File: src/rtl/jk_bank_driver.sv
// Drives the J/K inputs of an external JK flip-flop bank. It drives for one cycle,
// checks the Q feedback, and retries up to MAX_RETRY times on mismatch.
module jk_bank_driver #(
  parameter int WIDTH         = 4,
  parameter int MAX_RETRY     = 2,
  parameter int TOGGLE_POLICY = 0
) (
  input  logic             CLK,
  input  logic             RESET,
  input  logic             in_valid,
  output logic             in_ready,
  input  logic [WIDTH-1:0] in_target,
  input  logic [WIDTH-1:0] q_fb,
  output logic [WIDTH-1:0] j_out,
  output logic [WIDTH-1:0] k_out,
  output logic             busy,
  output logic             done,
  output logic             err,
  output logic [1:0]       retry_cnt
);

  typedef enum logic [1:0] {IDLE, DRIVE, CHECK} state_t;

  localparam logic [7:0] MAX_RETRY_W = 8'(MAX_RETRY);

  state_t           state_reg;
  logic [WIDTH-1:0] target_reg;
  logic [7:0]       retry_used_reg;
  logic [WIDTH-1:0] exc_target;
  logic [WIDTH-1:0] exc_j;
  logic [WIDTH-1:0] exc_k;
  logic             mismatch;

  // In IDLE the excitation is computed from the word being accepted,
  // otherwise from the latched target (retry path).
  assign exc_target = (state_reg == IDLE) ? in_target : target_reg;
  assign mismatch   = (q_fb != target_reg);
  assign in_ready   = (state_reg == IDLE);
  assign busy       = (state_reg != IDLE);

  genvar gi;
  generate
    for (gi = 0; gi < WIDTH; gi++) begin : g_exc
      logic diff;
      assign diff = exc_target[gi] ^ q_fb[gi];
      if (TOGGLE_POLICY == 0) begin : g_setclr
        assign exc_j[gi] = diff & exc_target[gi];
        assign exc_k[gi] = diff & ~exc_target[gi];
      end else begin : g_toggle
        assign exc_j[gi] = diff;
        assign exc_k[gi] = diff;
      end
    end
  endgenerate

  always_ff @(posedge CLK) begin
    if (RESET) begin
      state_reg      <= IDLE;
      target_reg     <= '0;
      retry_used_reg <= '0;
      retry_cnt      <= '0;
      j_out          <= '0;
      k_out          <= '0;
      done           <= 1'b0;
      err            <= 1'b0;
    end else begin
      done <= 1'b0;
      err  <= 1'b0;
      case (state_reg)
        IDLE: begin
          j_out <= '0;
          k_out <= '0;
          if (in_valid) begin
            target_reg     <= in_target;
            retry_used_reg <= '0;
            retry_cnt      <= '0;
            j_out          <= exc_j;
            k_out          <= exc_k;
            state_reg      <= DRIVE;
          end
        end
        DRIVE: begin
          j_out     <= '0;
          k_out     <= '0;
          state_reg <= CHECK;
        end
        CHECK: begin
          j_out <= '0;
          k_out <= '0;
          if (!mismatch) begin
            done      <= 1'b1;
            state_reg <= IDLE;
          end else if (retry_used_reg < MAX_RETRY_W) begin
            retry_used_reg <= retry_used_reg + 8'd1;
            // The visible count saturates; the internal one keeps counting.
            retry_cnt      <= (retry_cnt == 2'd3) ? 2'd3 : retry_cnt + 2'd1;
            j_out          <= exc_j;
            k_out          <= exc_k;
            state_reg      <= DRIVE;
          end else begin
            err       <= 1'b1;
            state_reg <= IDLE;
          end
        end
        default: begin
          j_out     <= '0;
          k_out     <= '0;
          state_reg <= IDLE;
        end
      endcase
    end
  end

endmodule

File: config.mk
export PLATFORM = sky130hd
export DESIGN_NAME = jk_bank_driver
export DESIGN_NICKNAME = d
export VERILOG_FILES = /design/src/rtl/jk_bank_driver.sv
export SDC_FILE = /design/constraint.sdc
export NUM_CORES = 1
export LEC_CHECK = 0
export CAP_MARGIN = 15
export CORE_UTILIZATION = 46
export DETAILED_ROUTE_END_ITERATION = 8
export HOLD_SLACK_MARGIN = 0.08
export MAX_ROUTING_LAYER = met4
export PLACE_DENSITY = 0.76
export SLEW_MARGIN = 20
export SYNTH_ARGS = -nofsm -noshare
export SYNTH_HDL_FRONTEND = slang
export SYNTH_SLANG_ARGS = --single-unit
File: constraint.sdc
create_clock -name CLK -period 1.75 [get_ports CLK]
set_input_delay 0.35 -clock CLK [delete_from_list [all_inputs] [get_ports CLK]]
set_output_delay 0.35 -clock CLK [all_outputs]
set_load 0.02 [all_outputs]
==> results.md, run 1 <==
* Fin. max-slew vios at 0
* GR Util All Layers at 0.201
* Drt pass-1 iters at 4
* Initial antenna violation count at 0
* Switching power at 267 uW
* Critical Path Sink Type: flip-flop
* Clock Path Buffers at 2
* Synth Warn # at 0
* First-pass GRT wire length at 3.01 mm
* CTS buffer count at 3
* DRT iter0 DRCs at 9
* DIE WIDTH at 48.0 um
* Largest net degree at the start of global routing at 14
* Synth Instances at 94
* Final WS setup at 0.0924 ns
* Number of global-route vias before repair at 696
* Seq pwr share at 0.596
* Fin nets at 140
* Crit path arrival time at 1.90 ns
* Fillers at 174
* DIE AREA at 2300 um^2
* Ys flop type: dfxtp_1
* Most common cell after layout, fill and taps aside: dfxtp_1
* Internal power at between 700 and 800 uW
* Via count at approximately 750
* Main area contributors after synthesis: dfxtp_1, nand2_1, mux2i_1, xnor2_1, a21oi_1
* Pwr Density at 805 nW/um^2
* Syn Area/Cell at 10.3 um^2
* # H-tree levels at 1
* Worst path top cell family by delay: simple AND/OR/NAND/NOR gates
* Post-synthesis async set-or-reset flop share at 0
* CP Max Fanout at 5
* CP Data Required Time at between 1.5 and 2 ns
* Antenna Nets Post-Route at 0
* DRT Wirelength at 1.89 mm
* Worst path buffer plus inverter count at 0
* Post-DR vias/cell at 4.93
* N_diodes at 0
* Post-Route M1 WL at just over 900 um
* Root buf cell: clkbuf_4
* Worst slack at placement at -0.167 ns
* Max layer used: met4
* Crit start category: flip-flop
* FF+latch area at 520 um^2
* RePlAce Congestion at 0.864
* Crit-path cells: or4_4 > nor4_4 > nand3_2 > o31ai_2
* Commonest non-fill, non-tap cells in the layout: dfxtp_1, clkdlybuf4s50_1, nand2_1
* Area leader, netlist: dfxtp_1
* Yosys cell types at 31
* Rel. slew slack at 0.746
* Ports at 25
* Pwr Total at 1.05 mW
* Routed len/inst at ~12 um
* MaxCap Viol Count at 0
* Status: finished, final reports clean
* Met3 wire len at 55 um
* EDFF count, synth at 0
* Fmax at roughly 600 MHz
* Die Height at 48.0 um
* Combinational power share at 0.171
* Yosys top cell area share at 0.535
* Cells after DPL at 150
* Final critical-path required period at 1.66 ns
* Worst vdd ir at roughly 0.46 mV
* CORE AREA at 1980 um^2
* Setup violations, final at 0
* Leakage Power at 0.540 nW
* Final core occ at 0.658
* Clock power share at 0.232
* Port-buffer cells at 24
* Worst slew pin tran at between 0.3 and 0.4 ns
* Initial Util at 0.491
* HPWL Detailed at 1.49 mm
* Net Sw Frac at 0.254
* Fin cells at ~150
* Seq/Total Area, Yosys at 0.535
* CP max-delay cell: or4_4
* Layout cell share with drive strength beyond 1 at 0.167
* RSZ-0062 raised after global routing: no
* Critical Path Max Stage Delay at 0.55 ns
* TritonCTS clock tree: done
* DRC viols at 0
* Hold Vio Cnt, Final at 0
* Worst hold-check path type: flip-flop to flip-flop
* Cell area after synthesis at 972 um^2
* Area grow syn2layout at 34.1%
* Rows at 16
* Syn Nets at 106
* Met2 wire len at 901 um
* Synth Register Bits at 26
* Clk_skew at roughly 0.0026 ns
* CTS sink cnt at 26
* Critical path class: flip-flop to flip-flop
* Total grt overflow at 0
* Final period util at 0.947
* Clock latency at the later pin of the worst-skew pair at about 0.31 ns
* Clock-pin transition on the worst setup and hold timing paths at 0.13 ns
* Multi-input combinational cell area at ~420 um^2
* Post-CTS setup buffers at 0
* Max reg flops at 8
## power groups by stage
stage / Sequential, mW / Combinational (mW) / Clock, mW
after CTS: 0.626 / 0.181 / 0.250
after floorplan: 0.647 / 0.0904 / 0
after global placement: 0.638 / 0.181 / 0
after global routing: 0.629 / 0.194 / 0.275
final: 0.626 / 0.180 / 0.244
after detailed placement: 0.639 / 0.184 / 0
## logic make-up (layout without fill, tap and decap cells)
group | count (synthesis) | count (layout) | share of synthesized area
mux | 4 | 4 | 0.0412
xor+xnor | 4 | 4 | 0.0360
flops | 26 | 26 | 0.535
buf+inv | 6 | 38 | 0.0347
fa+ha+maj | 1 | 1 | 0.0129
compound gates | 12 | 12 | 0.0862
simple gates | 41 | 41 | 0.254
## worst paths after layout
check / startpoint / endpoint / slack, ns / cells after the start
worst max-delay path: retry_used_reg[3]$_SDFFE_PP0P_ / retry_used_reg[1]$_SDFFE_PP0P_ / 0.09 / 4
worst min-delay path: retry_used_reg[4]$_SDFFE_PP0P_ / retry_used_reg[4]$_SDFFE_PP0P_ / 0.48 / 1
worst max register to register: retry_used_reg[3]$_SDFFE_PP0P_ / retry_used_reg[1]$_SDFFE_PP0P_ / 0.09 / 4
worst min register to register: retry_used_reg[4]$_SDFFE_PP0P_ / retry_used_reg[4]$_SDFFE_PP0P_ / 0.48 / 1
## metrics by stage
stage,hold slack (ns),instance area (um^2),TNS (ns)
2_1_floorplan,0.426,972,0
3_3_place_gp,0.444,1280,-1.07
3_5_place_dp,0.452,1280,-1.34
4_1_cts,0.482,1300,0
5_1_grt,0.502,1300,0
6_report,0.478,1300,0
## metal layers
metal  up-vias  global-route usage
li1        391                   -
met1       344               0.250
met2        15               0.311
met3         4              0.0453
met4         0              0.0833
met5         -                   -
## area by class of cell
cell class | count | area share
tap | 27 | 0.0259
timing repair buffer | 32 | 0.228
sequential | 26 | 0.399
inverter | 3 | 0.00864
multi-input combinational | 62 | 0.321
clock buffer | 3 | 0.0173
## cells in the mapped netlist, types with 2 or more instances
cell / count
dfxtp_1: 26
inv_1: 2
a21oi_1: 5
mux2i_1: 4
nor2b_1: 2
nand3_1: 4
and3_1: 4
o22ai_1: 2
and2_1: 4
nor2_1: 2
xnor2_1: 4
nand2_1: 12
o21ai_0: 2
nor3_1: 4
## timing repair
| item | 4_1_cts | 5_1_grt |
|---|---|---|
| setup endpoints to repair | 2 | 0 |
| gates resized for setup | 2 | 0 |
| hold buffers | 0 | 0 |
No activity file was read; power rests on OpenSTA's default activity.
==> run 2: changes to the inputs <==
CORE_UTILIZATION = 50   (was 46)
PLACE_DENSITY = 0.82   (was 0.76)
TNS_END_PERCENT = 5   (was default)
clock period = 2.1 ns   (was 1.75 ns; I/O delays follow)
==> run 2 against run 1 <==
Against the previous run: die area is 7.7% lower; combinational power is 18% lower; design area is 0.58% lower; via count stayed put; first-iteration DRC count is 120% higher; routed wire length is 1.0% higher; sequential cell count stayed put; critical path type is now flip-flop to output port; highest routed layer unchanged.
==> results.md, run 2 (same netlist as run 1, synthesis figures left out) <==
* Post-DR vias/cell at 5.13 (+4.1%)
* Critical path class: flip-flop to output port
* Antenna Nets Post-Route at 0 (unchanged)
* RSZ-0062 raised after global routing: no
* First-pass GRT wire length at 2.97 mm (-1.4%)
* RePlAce Congestion at 0.821 (-4.9%)
* Drt pass-1 iters at 4 (unchanged)
* Crit path arrival time at 1.54 ns (-0.36 ns)
* Worst vdd ir at 0.486 mV (+5.6%)
* Crit start category: flip-flop
* Port-buffer cells at 24 (unchanged)
* N_diodes at 0 (unchanged)
* Root buf cell: clkbuf_4
* Final critical-path required period at a little under 2 ns
* Post-CTS setup buffers at 0 (unchanged)
* Final period util at 0.932
* Rows at 15 (-1)
* CP Max Fanout at 4 (-1)
* Largest net degree at the start of global routing at 16 (+2)
* Critical Path Sink Type: output port
* TritonCTS clock tree: done
* Layout cell share with drive strength beyond 1 at 0.139 (-0.0273)
* Worst slew pin tran at 0.375 ns (-0.00377 ns)
* Cells after DPL at 143 (-4.7%)
* CP Data Required Time at 1.68 ns (-0.31 ns)
* Clock Path Buffers at 2 (unchanged)
* Total negative setup slack at 0 ns (unchanged)
* Fin. max-slew vios at 0 (unchanged)
* DIE AREA at 2120 um^2 (-7.7%)
* Setup violations, final at 0 (unchanged)
* Worst hold-check path type: flip-flop to flip-flop
* CORE AREA at 1780 um^2 (-10%)
* Fillers at 138 (-21%)
* CTS sink cnt at 26 (unchanged)
* Pwr Density at 775 nW/um^2 (-3.7%)
* GR Util All Layers at 0.211 (+0.0108)
* Routed len/inst at 13.0 um (+5.1%)
* Commonest non-fill, non-tap cells in the layout: dfxtp_1, clkdlybuf4s50_1, nand2_1
* Fin nets at 135 (-3.6%)
* # H-tree levels at 1 (unchanged)
* Total grt overflow at 0 (unchanged)
* Area grow syn2layout at 33.3%
* Leakage Power at 0.527 nW (-2.3%)
* CTS buffer count at 3 (unchanged)
* Max reg flops at 8 (unchanged)
* Clock latency at the later pin of the worst-skew pair at 0.32 ns (about the same)
* Clk_skew at 0.00399 ns (+0.00142 ns)
* Number of global-route vias before repair at 699 (+0.43%)
* Initial Util at 0.545 (+0.0547)
* HPWL Detailed at 1.51 mm (+1.5%)
* Status: finished, final reports clean
* DIE WIDTH at 46.1 um (-3.9%)
* DRC viols at 0 (unchanged)
* DRT Wirelength at 1.91 mm (+1.0%)
* Die Height at 46.1 um (-3.9%)
* Final core occ at 0.727 (+0.0692)
* Via count at 754 (unchanged)
* Initial antenna violation count at 0 (unchanged)
* Rel. slew slack at 0.748 (+0.00253)
* MaxCap Viol Count at 0 (unchanged)
* DRT iter0 DRCs at 20 (+11)
* CTS Hold Buffers Added at 0 (unchanged)
* R2R depth at 4 (unchanged)
* # resized after CTS at 0 (-2)
* Fmax at about 510 MHz
* Clock-pin transition on the worst setup and hold timing paths at 0.13 ns (about the same)
* Most common cell after layout, fill and taps aside: dfxtp_1
* Ports at 25 (unchanged)
* Hold Vio Cnt, Final at 0 (unchanged)
* Worst Hold Path Cells at 1 (unchanged)
* Fin cells at 147 (-3.9%)
==> run 2: changes by cell type in the layout (fill, tap and decap cells not counted) <==
cell	delta
buf_4	-5
clkdlybuf4s50_1	+2
dlygate4sd2_1	-2
bufinv_16	+1
==> run 2: cell type report <==
| type | instances | area (um^2) | area share |
|---|---|---|---|
| inverters | 3 | 11.3 | 0.00869 |
| clock inverters | 1 | 30.0 | 0.0232 |
| clock buffers | 3 | 22.5 | 0.0174 |
| well taps | 25 | 31.3 | 0.0241 |
| repair buffers | 27 | 263 | 0.203 |
| multi-input cells | 62 | 418 | 0.322 |
| flip-flops and latches | 26 | 520 | 0.402 |
==> run 2: power by group <==
group          total (mW)  internal [mW]  switching, mW
registers           0.522          0.510         0.0116
logic               0.147         0.0727         0.0741
clock network       0.336          0.193          0.143
total                1.00          0.776          0.229
==> run 2: worst paths after layout <==
path                                   from                        end  slack [ns]
max               state_reg[0]$_SDFFE_PP0P_                   in_ready        0.14
min               state_reg[1]$_SDFFE_PP0P_  state_reg[1]$_SDFFE_PP0P_        0.47
max reg2reg  retry_used_reg[3]$_SDFFE_PP0P_        j_out[0]$_SDFF_PP0_        0.43
min reg2reg       state_reg[1]$_SDFFE_PP0P_  state_reg[1]$_SDFFE_PP0P_        0.47
==> run 2: layer usage <==
layer | up-vias | wire (um) | global-route usage | share of wire
li1 | 385 | - | - | -
met2 | 23 | 950 | 0.355 | 0.50
met4 | 0 | 14 | 0.0882 | 0.0073
met1 | 344 | 858 | 0.248 | 0.45
met5 | - | 0 | - | 0
met3 | 2 | 86 | 0.0353 | 0.045
==> run 2: worst max-delay path, cell delays in order, from the launching register on <==
cell and delay, ns:
dfxtp_1 0.37, nor2_1 0.20, clkdlybuf4s50_1 0.65
==> run 2: stage by stage <==
step | hold slack (ns) | instance area, um^2 | power, mW | setup slack, ns
after floorplan | 0.426 | 972 | 0.614 | 0.547
after global placement | 0.447 | 1240 | 0.674 | 0.146
after detailed placement | 0.451 | 1240 | 0.678 | 0.0309
after CTS | 0.470 | 1300 | 1.02 | 0.115
after global routing | 0.503 | 1300 | 1.04 | 0.0660
final | 0.467 | 1300 | 1.00 | 0.143
==> run 3: changes to the inputs <==
SLEW_MARGIN = default   (was 20)
==> results of run 3 <==
Same layout as run 2: the final DEF is identical, and so are final timing and power.
